**src/rtl/osc_waveshaper.sv**
```systemverilog
// osc_waveshaper: turns the 11-bit NCO phase of each {vx,ox} slot into a signed
// 16-bit sample (saw / pulse / triangle / parabolic sine / LFSR noise).
// Three register stages: S1 capture + config lookup, S2 shape, S3 output.
module osc_waveshaper #(
    parameter int VOICES  = 8,
    parameter int V_OSC   = 4,
    parameter int V_WIDTH = 3,
    parameter int O_WIDTH = 2
) (
    input  logic               sCLK_XVXOSC,
    input  logic               reset_reg_N,
    input  logic               in_valid,
    input  logic [10:0]        phase_acc,
    input  logic [V_WIDTH-1:0] vx,
    input  logic [O_WIDTH-1:0] ox,
    input  logic               cfg_we,
    input  logic [O_WIDTH-1:0] cfg_osc,
    input  logic [2:0]         cfg_wave,
    input  logic [6:0]         cfg_pw,
    output logic               out_valid,
    output logic [15:0]        out_sample,
    output logic [V_WIDTH-1:0] out_vx,
    output logic [O_WIDTH-1:0] out_ox
);

    localparam logic [15:0] LFSR_SEED = 16'hACE1;

    // per-oscillator configuration table
    logic [2:0]         cfg_wave_q [V_OSC];
    logic [6:0]         cfg_pw_q   [V_OSC];

    // S1 registers
    logic               s1_valid_q;
    logic [10:0]        s1_phase_q;
    logic [V_WIDTH-1:0] s1_vx_q;
    logic [O_WIDTH-1:0] s1_ox_q;
    logic [2:0]         s1_wave_q;
    logic [6:0]         s1_pw_q;
    logic [15:0]        s1_noise_q;
    logic [15:0]        lfsr_q;
    logic [15:0]        lfsr_d;

    // S2 registers
    logic               s2_valid_q;
    logic [15:0]        s2_sample_q;
    logic [V_WIDTH-1:0] s2_vx_q;
    logic [O_WIDTH-1:0] s2_ox_q;

    // S3 / output registers
    logic               out_valid_q;
    logic [15:0]        out_sample_q;
    logic [V_WIDTH-1:0] out_vx_q;
    logic [O_WIDTH-1:0] out_ox_q;

    // shape datapath
    logic [15:0]        shape_d;
    logic [15:0]        saw_s;
    logic [15:0]        pulse_s;
    logic [9:0]         tri_t;
    logic [15:0]        tri_s;
    logic [9:0]         sine_x;
    logic [19:0]        sine_y;
    logic [15:0]        sine_m;
    logic [15:0]        sine_s;
    logic               unused_bits;

    // Fibonacci LFSR step, taps 16,14,13,11; the seed is non-zero so it never locks up
    assign lfsr_d = {lfsr_q[14:0], lfsr_q[15] ^ lfsr_q[13] ^ lfsr_q[12] ^ lfsr_q[10]};

    // config writes land on the edge, so a same-cycle lookup still sees the old entry
    always_ff @(posedge sCLK_XVXOSC or negedge reset_reg_N) begin
        if (!reset_reg_N) begin
            for (int i = 0; i < V_OSC; i++) begin
                cfg_wave_q[i] <= 3'd0;
                cfg_pw_q[i]   <= 7'd64;
            end
        end else if (cfg_we) begin
            cfg_wave_q[cfg_osc] <= cfg_wave;
            cfg_pw_q[cfg_osc]   <= cfg_pw;
        end
    end

    // S1: capture the slot, look up its config and snapshot the noise source
    always_ff @(posedge sCLK_XVXOSC or negedge reset_reg_N) begin
        if (!reset_reg_N) begin
            s1_valid_q <= 1'b0;
            s1_phase_q <= '0;
            s1_vx_q    <= '0;
            s1_ox_q    <= '0;
            s1_wave_q  <= 3'd0;
            s1_pw_q    <= 7'd0;
            s1_noise_q <= '0;
            lfsr_q     <= LFSR_SEED;
        end else begin
            s1_valid_q <= in_valid;
            s1_phase_q <= phase_acc;
            s1_vx_q    <= vx;
            s1_ox_q    <= ox;
            s1_wave_q  <= cfg_wave_q[ox];
            s1_pw_q    <= cfg_pw_q[ox];
            s1_noise_q <= lfsr_q;
            if (in_valid) begin
                lfsr_q <= lfsr_d;
            end
        end
    end

    // all shapes are derived in parallel from the S1 phase
    assign saw_s   = {s1_phase_q, 5'b0} ^ 16'h8000;
    assign pulse_s = (s1_phase_q[10:4] < s1_pw_q) ? 16'h7FFF : 16'h8001;
    assign tri_t   = s1_phase_q[9:0] ^ {10{s1_phase_q[10]}};
    assign tri_s   = {tri_t, 6'b0} ^ 16'h8000;
    assign sine_x  = s1_phase_q[9:0];
    assign sine_y  = {10'd0, sine_x} * {10'd0, 10'd1023 - sine_x};
    assign sine_m  = sine_y[18:3];
    assign sine_s  = s1_phase_q[10] ? (16'd0 - sine_m) : sine_m;

    // peak of x*(1023-x) fits in 18 bits, so the top bit and the shifted-out bits are dropped
    assign unused_bits = ^{sine_y[19], sine_y[2:0], VOICES[0]};

    // pick the configured shape; undefined codes are silent
    always_comb begin
        shape_d = 16'd0;
        case (s1_wave_q)
            3'd0:    shape_d = saw_s;
            3'd1:    shape_d = pulse_s;
            3'd2:    shape_d = tri_s;
            3'd3:    shape_d = sine_s;
            3'd4:    shape_d = s1_noise_q;
            default: shape_d = 16'd0;
        endcase
    end

    // S2: register the selected sample; tags only follow valid slots
    always_ff @(posedge sCLK_XVXOSC or negedge reset_reg_N) begin
        if (!reset_reg_N) begin
            s2_valid_q  <= 1'b0;
            s2_sample_q <= '0;
            s2_vx_q     <= '0;
            s2_ox_q     <= '0;
        end else begin
            s2_valid_q  <= s1_valid_q;
            s2_sample_q <= shape_d;
            if (s1_valid_q) begin
                s2_vx_q <= s1_vx_q;
                s2_ox_q <= s1_ox_q;
            end
        end
    end

    // S3: output register; bubbles give a zero sample while tags hold
    always_ff @(posedge sCLK_XVXOSC or negedge reset_reg_N) begin
        if (!reset_reg_N) begin
            out_valid_q  <= 1'b0;
            out_sample_q <= '0;
            out_vx_q     <= '0;
            out_ox_q     <= '0;
        end else begin
            out_valid_q  <= s2_valid_q;
            out_sample_q <= s2_valid_q ? s2_sample_q : 16'd0;
            if (s2_valid_q) begin
                out_vx_q <= s2_vx_q;
                out_ox_q <= s2_ox_q;
            end
        end
    end

    assign out_valid  = out_valid_q;
    assign out_sample = out_sample_q;
    assign out_vx     = out_vx_q;
    assign out_ox     = out_ox_q;

endmodule

```
**config.mk**
```make
export PLATFORM = sky130hd
export DESIGN_NAME = osc_waveshaper
export DESIGN_NICKNAME = d
export VERILOG_FILES = /design/src/rtl/osc_waveshaper.sv
export SDC_FILE = /design/constraint.sdc
export NUM_CORES = 1
export LEC_CHECK = 0
export ABC_CLOCK_PERIOD_IN_PS = 16000
export CAP_MARGIN = 20
export CORE_ASPECT_RATIO = 1.75
export CORE_MARGIN = 2
export CORE_UTILIZATION = 58
export CTS_CLUSTER_DIAMETER = 50
export DETAILED_ROUTE_END_ITERATION = 8
export GPL_ROUTABILITY_DRIVEN = 0
export PLACE_DENSITY = 0.78
export SLEW_MARGIN = 40
export SYNTH_ARGS = -nofsm -noshare
export SYNTH_HDL_FRONTEND = slang
export SYNTH_SLANG_ARGS = --single-unit
```
**constraint.sdc**
```tcl
create_clock -name sCLK_XVXOSC -period 16 [get_ports sCLK_XVXOSC]
set_clock_uncertainty 0.1 [all_clocks]
set_input_delay 3.2 -clock sCLK_XVXOSC [delete_from_list [all_inputs] [get_ports sCLK_XVXOSC]]
set_output_delay 3.2 -clock sCLK_XVXOSC [all_outputs]
set_load 0.1 [all_outputs]
```
Word level (Yosys, flattened, before mapping)
Index checks and enable logic that the tools add are counted.
W data, S select, Z words.
{ "word_totals": {"reg_bits": 143, "latchBits": 0, "ramBits": 0, "rom_bits": 0, "output_inout_bits": 22, "mem_count": 0} }
{ "classes": {"addsub": 2, "multipliers": 1, "div": 0, "n_lt_le_gt_ge": 4, "n_eq_ne": 4, "shift": 0, "mux": 16, "n_bitwise": 8, "n_reduce_logical": 2} }
{ "op_table": {"columns": ["op", "count"], "rows": [
  ["$pmux W16 S5", 1],
  ["$mux W16", 3],
  ["$bwmux W28", 1],
  ["$mux W7", 3],
  ["$mul A10 B10 Y19", 1],
  ["$sub A1 B16 Y16 const A", 1],
  ["$bmux W7 S2", 1],
  ["$demux W7 S2", 1],
  ["$bwmux W12", 1],
  ["$sub A10 B10 Y10 const A", 1],
  ["$xor A10 B10 Y10", 1],
  ["$mux W3", 3],
  ["$lt A7 B7 Y1", 1],
  ["$bmux W3 S2", 1],
  ["$demux W3 S2", 1],
  ["$eq A3 B2 Y1 const B", 2],
  ["$ge A3 B3 Y1 const B", 2],
  ["$not A2 Y3", 2],
  ["$eq A3 B1 Y1 const B", 1],
  ["$eq A3 B3 Y1 const B", 1],
  ["$logic_not A3 Y1", 1],
  ["$lt A3 B1 Y1 const B", 1],
  ["$xor A1 B1 Y1", 3],
  ["$not A1 Y1", 2],
  ["$logic_and A1 B1 Y1", 1]
]} }

Longest topological paths before layout
{ "logic_depth": {"depth_word": 6, "mapped_depth": 24} }

Worst setup path before layout
Ideal clock, no wire load.
{ "synth_path": {"kind": "reg-to-reg", "startpoint": "register s1_phase_q[2]", "endpoint": "register s2_sample_q[15]", "setup_ns": 0.069, "arrival_ns": 6.012, "t_required_ns": 15.831, "slack_ns": 9.819, "stages_incl_launch_ff": 25, "n_path_buf": 3, "synth_period_minus_slack_ns": 6.181, "path_cell_list": "dfrtp_1 clkbuf_1 inv_1 clkbuf_1 nand2_1 fa_1 inv_1 fa_1 inv_1 fa_1 inv_1 fa_1 inv_1 fa_1 inv_1 ha_1 buf_6 a21o_1 o2bb2ai_1 a2111oi_2 a311o_1 o211ai_2 or4b_4 a211o_1 nand3_1"} }
{ "synth_via": {"elab_chain_len": 5} }
{ "synth_lines": {"columns": ["element", "line", "rtl"], "rows": [
  ["start: declaration", "34", "logic [10:0] s1_phase_q;"],
  ["start signal: assignment", "96", "s1_phase_q <= phase_acc;"],
  ["$sub A10 B10 Y10", "114", "assign sine_y = {10'd0, sine_x} * {10'd0, 10'd1023 - sine_x};"],
  ["$mul A10 B10 Y19 *", "114", null],
  ["$sub A1 B16 Y16", "116", "assign sine_s = s1_phase_q[10] ? (16'd0 - sine_m) : sine_m;"],
  ["$mux W16 *", "116", null],
  ["$pmux W16 S5 *", "124", "case (s1_wave_q)"],
  ["via shape_d[15]", "56", "logic [15:0] shape_d;"],
  ["end signal: assignment", "143", "s2_sample_q <= shape_d;"],
  ["end: declaration", "45", "logic [15:0] s2_sample_q;"]
]} }
The timed path passes the listed nets; every way through them passes the cells marked *.
A chain may end at the register's enable or synchronous reset.

Worst setup path after layout
{ "layout_path": {"startpoint": "register s1_phase_q[4]", "endpoint": "register s2_sample_q[15]"} }
{ "layout_via": {"elab_chain_len": 5, "elab_cells_between_ends": 7, "cone_classes": "2 x add/sub; 1 x mul; 1 x order compare; 3 x mux"} }
{ "layout_lines": {"columns": ["element", "line"], "rows": [
  ["$sub A10 B10 Y10", "114"],
  ["$mul A10 B10 Y19", "114"],
  ["$sub A1 B16 Y16", "116"],
  ["$mux W16", "116"],
  ["$pmux W16 S5 *", "124"],
  ["via shape_d[15]", "56"]
]} }
Marked as above.

==> results.rst <==
.. list-table::
   :header-rows: 1

   * - Metric
     - Value
   * - Ant diodes
     - 0
   * - Die Wd
     - between 90 and 100 um
   * - Place WS
     - ~9.5 ns
   * - Final Hold Vio Count
     - 0
   * - End of the worst register-to-register path
     - s2_sample_q[15]$_DFF_PN0_
   * - Count of yosys warnings during synthesis
     - 0
   * - Path depth of the worst reg2reg path
     - 19
   * - Final worst slack
     - between 9 and 10 ns
   * - Total via count after detailed routing
     - slightly above 6,000
   * - Unrepaired setup endpoints after global routing
     - no
   * - Distinct cells, synth
     - 74
   * - Post-route clock period utilization
     - approximately two fifths
   * - Layout net count
     - about 1,000
   * - Main flop type after synthesis
     - sky130_fd_sc_hd__dfrtp_1
   * - Wire length of the first global-routing pass
     - approximately 33,000 um
   * - Count of pins over their slew limit
     - 0
   * - Number of synthesized register bits
     - between 100 and 150
   * - Number of H-tree levels
     - 4
   * - Worst endpoint data arrival time
     - 6.77 ns
   * - Startpoint kind of the worst setup timing path
     - flip-flop
   * - Min-Delay Path Depth
     - 0
   * - Setup CP Type
     - reg2reg
   * - Largest net degree at the start of global routing
     - about 90
   * - Standard-cell row count
     - 60
   * - Post-cts repair resize count
     - 0
   * - Final HPWL from detailed placement
     - between 15,000 and 20,000 um
   * - Area share of the largest cell type after synthesis
     - between 30 and 40%
   * - Register-to-register path setup slack
     - 9.48 ns
   * - Fraction of the mapped netlist area in compound gates
     - a little under a tenth
   * - Cells after DPL
     - ~1,000
   * - Most numerous cell in the Yosys netlist
     - sky130_fd_sc_hd__dfrtp_1
   * - Cell mode on critical path
     - sky130_fd_sc_hd__fa_1
   * - Xor and xnor area share after synthesis
     - slightly below 4%
   * - Quantity of I/O buffers inserted on ports
     - 53
   * - Required time worst endpoint
     - between 15 and 20 ns
   * - Worst slew slack as a fraction of its limit
     - 48.5%
   * - CP endpoint kind
     - flip-flop
   * - GRT Overall Usage
     - 25.6%
   * - Max clock buf depth
     - 2
   * - Per-cell routed wire length
     - around 20 um
   * - Mux cell area share after synthesis
     - between 10% and 20%
   * - Gate count of the mapped netlist
     - 809
   * - Filler cell count in the final layout
     - 1,107
   * - Synthesized area per cell
     - approximately 11 um^2
   * - Clk Latency, worst-skew pair
     - 0.41 ns
   * - # Post-CTS Setup Buffers
     - 0
   * - Max-cap violations
     - 0
   * - Total clock buffers created by CTS
     - 17
   * - Type of the most critical hold path
     - reg2reg
   * - Post-Layout Cell Count
     - ~1,000
   * - Antenna-violating nets left
     - 0
   * - Syn nets
     - approximately 960
   * - Hold path startpoint
     - lfsr_q[1]$_DFFE_PN0P_
   * - Number of top-level pins
     - 54
   * - Asr flop ratio synth
     - 100%
   * - Min Clock Period, post-route
     - around 6.5 ns
   * - Clock Sink Count
     - 143
   * - 1st-pass router iterations
     - 5
   * - Adder-cell share of the synthesized area
     - 21.0%
   * - Total Routed Length
     - 20,400 um
   * - Outcome
     - finished, final reports clean
   * - Static leakage
     - between 0.004 and 0.005 uW
   * - Sequential standard cell area
     - roughly 0.0036 mm^2
   * - Reg-to-Reg Start
     - s1_phase_q[4]$_DFF_PN0_
   * - Grt ovf
     - 0
   * - Biggest area consumer among synthesized cells
     - sky130_fd_sc_hd__dfrtp_1
   * - Antenna violations before repair
     - 0
   * - Highest net fanout along the worst path
     - 14
   * - Number of global-route vias before repair
     - 6,729
   * - Main area contributors after synthesis
     - sky130_fd_sc_hd__dfrtp_1 (36%), sky130_fd_sc_hd__fa_1 (11%), sky130_fd_sc_hd__ha_1 (9.8%)
   * - Number of remaining DRC errors
     - 0
   * - Post-synthesis sequential area ratio
     - roughly two fifths
   * - Largest family of logic cells by synthesized area
     - adder cells
   * - Max rail drop VDD
     - roughly 0.14 mV
   * - Area Growth Syn to Fin
     - 11.7%
   * - Drt first-iter violations
     - between 400 and 500
   * - Root Driver
     - sky130_fd_sc_hd__clkbuf_16
   * - Total die area
     - between 0.015 and 0.02 mm^2
   * - Endpoint of the worst hold path
     - s1_noise_q[1]$_DFF_PN0_
   * - TritonCTS clock tree
     - built
   * - Fraction of layout cells with a size suffix above 1
     - 19.3%
   * - Final-report setup violation count
     - 0
   * - Cell Pwr Density
     - roughly 190 mW/mm^2
   * - Setup total negative slack
     - 0 ns
   * - Area used by multi-input combinational logic
     - roughly 0.0051 mm^2
   * - Maximum frequency from static timing analysis
     - roughly 150 MHz
   * - Post-Syn Area
     - a little over 0.009 mm^2
   * - Worst Tran Pin Value
     - between 0.7 and 0.8 ns
   * - Number of vias per cell after detailed routing
     - between 5 and 6
   * - Sequence of cells on the critical path
     - clkinv_1 > nand2_1 > fa_1 > fa_1 > inv_1 > fa_1 > fa_1 > inv_1 > fa_1 > inv_1 > ha_1 > nand2_1 > o21ai_1 > o211ai_1 > a21boi_1 > o2111ai_2 > or4b_4 > a211o_1 > nand3_1
   * - Highest cell delay on the worst timing path
     - just under 0.7 ns
   * - Total core area
     - between 0.015 and 0.02 mm^2
   * - Starting utilization of the core area
     - 59.5%
   * - Fraction of the mapped netlist area in simple logic gates
     - about 9.1%
   * - Clk slew on worst S/H paths
     - 0.07 ns
   * - EDFF count, synth
     - 0
   * - Ranking of synthesized cells by instance count
     - sky130_fd_sc_hd__dfrtp_1 (131), sky130_fd_sc_hd__inv_1 (89), sky130_fd_sc_hd__ha_1 (72), sky130_fd_sc_hd__mux2_2 (65), sky130_fd_sc_hd__nor2_1 (62)
   * - Quantity of hold-fixing buffers added after cts
     - 0
   * - CP max-delay cell
     - sky130_fd_sc_hd__dfrtp_1
   * - Final hold slack
     - 0.299 ns
   * - Die height
     - approximately 170 um
-- where the power goes --
group          internal (uW)  switching, uW
clock                    220            163
combinational            392            640
sequential               469           64.2
-- cells in the final DEF (no fill, tap or decap), drive strengths merged, types with 24 or more instances in the layout --
| cell type | synthesis | routed |
|---|---|---|
| buf | 17 | 24 |
| clkdlybuf4s50 | 0 | 29 |
| dfrtp | 131 | 131 |
| fa | 51 | 51 |
| ha | 72 | 72 |
| inv | 89 | 96 |
| mux2 | 65 | 65 |
| nand2 | 50 | 50 |
| nor2 | 62 | 62 |
| xnor2 | 25 | 25 |
-- cell type report --
class	count	share of cell area (%)
multi-input cells	535	49.4
well taps	186	2.27
clock inverters	14	1.43
inverters	91	3.34
clock buffers	18	4.19
flip-flops and latches	143	35.1
repair buffers	54	4.21
-- registers in the layout, summed over array words and instances, names as in the netlist, 2 cells and up --
| register | flops |
|---|---|
| out_vx | 3 |
| s1_wave_q | 3 |
| cfg_wave_q | 12 |
| cfg_pw_q | 28 |
| s2_ox_q | 2 |
| s2_vx_q | 3 |
| s1_noise_q | 16 |
| out_ox | 2 |
| lfsr_q | 16 |
| s1_vx_q | 3 |
| s1_ox_q | 2 |
| s1_phase_q | 11 |
| s2_sample_q | 16 |
| s1_pw_q | 7 |
| out_sample | 16 |
-- metal layers --
metal / vias to the layer above / wire [um] / global-route usage [%]
li1: 2795 / - / -
met1: 3068 / 7140 / 26.9
met2: 188 / 11400 / 48.0
met3: 71 / 579 / 3.16
met4: 0 / 1220 / 14.8
met5: - / 0 / 0
-- worst max-delay path: cells and delay by family (launching register included) --
kind / cells / cell delay [ns]
AOI/OAI and AO/OA: 5 / 1.21
adders and majority gates: 6 / 2.99
buffers and inverters: 4 / 0.56
DFF: 1 / 0.69
and+or+nand+nor: 4 / 0.91
-- through the flow --
step	utilization (%)	instance area (um^2)	total power, uW
final	66.5	10200	1950
after global routing	66.5	10200	2070
after CTS	66.5	10200	1950
after detailed placement	62.7	9650	1550
after global placement	63.4	9750	1530
after floorplan	-	9160	1330
-- worst max path at each step --
stage                     slack, ns                    start  depth (start not counted)                         to
final                          9.48  s1_phase_q[4]$_DFF_PN0_                         19  s2_sample_q[15]$_DFF_PN0_
after global routing           9.14  s1_phase_q[4]$_DFF_PN0_                         19  s2_sample_q[14]$_DFF_PN0_
after CTS                      9.52  s1_phase_q[3]$_DFF_PN0_                         21  s2_sample_q[15]$_DFF_PN0_
after detailed placement       9.52  s1_phase_q[3]$_DFF_PN0_                         21  s2_sample_q[15]$_DFF_PN0_
after global placement         9.71  s1_phase_q[3]$_DFF_PN0_                         21  s2_sample_q[15]$_DFF_PN0_
after floorplan                9.82  s1_phase_q[2]$_DFF_PN0_                         24  s2_sample_q[15]$_DFF_PN0_
-- kinds of logic (layout without fill, tap and decap cells) --
group / after synthesis / in the layout
other: 1 / 1
multiplexers: 84 / 84
buffers and inverters: 131 / 177
XOR/XNOR: 39 / 39
AO/OA/AOI/OAI: 115 / 115
adder cells (fa/ha/maj): 123 / 123
AND/OR/NAND/NOR: 173 / 173
flip-flops: 143 / 143
No activity file was read; power rests on OpenSTA's default activity.
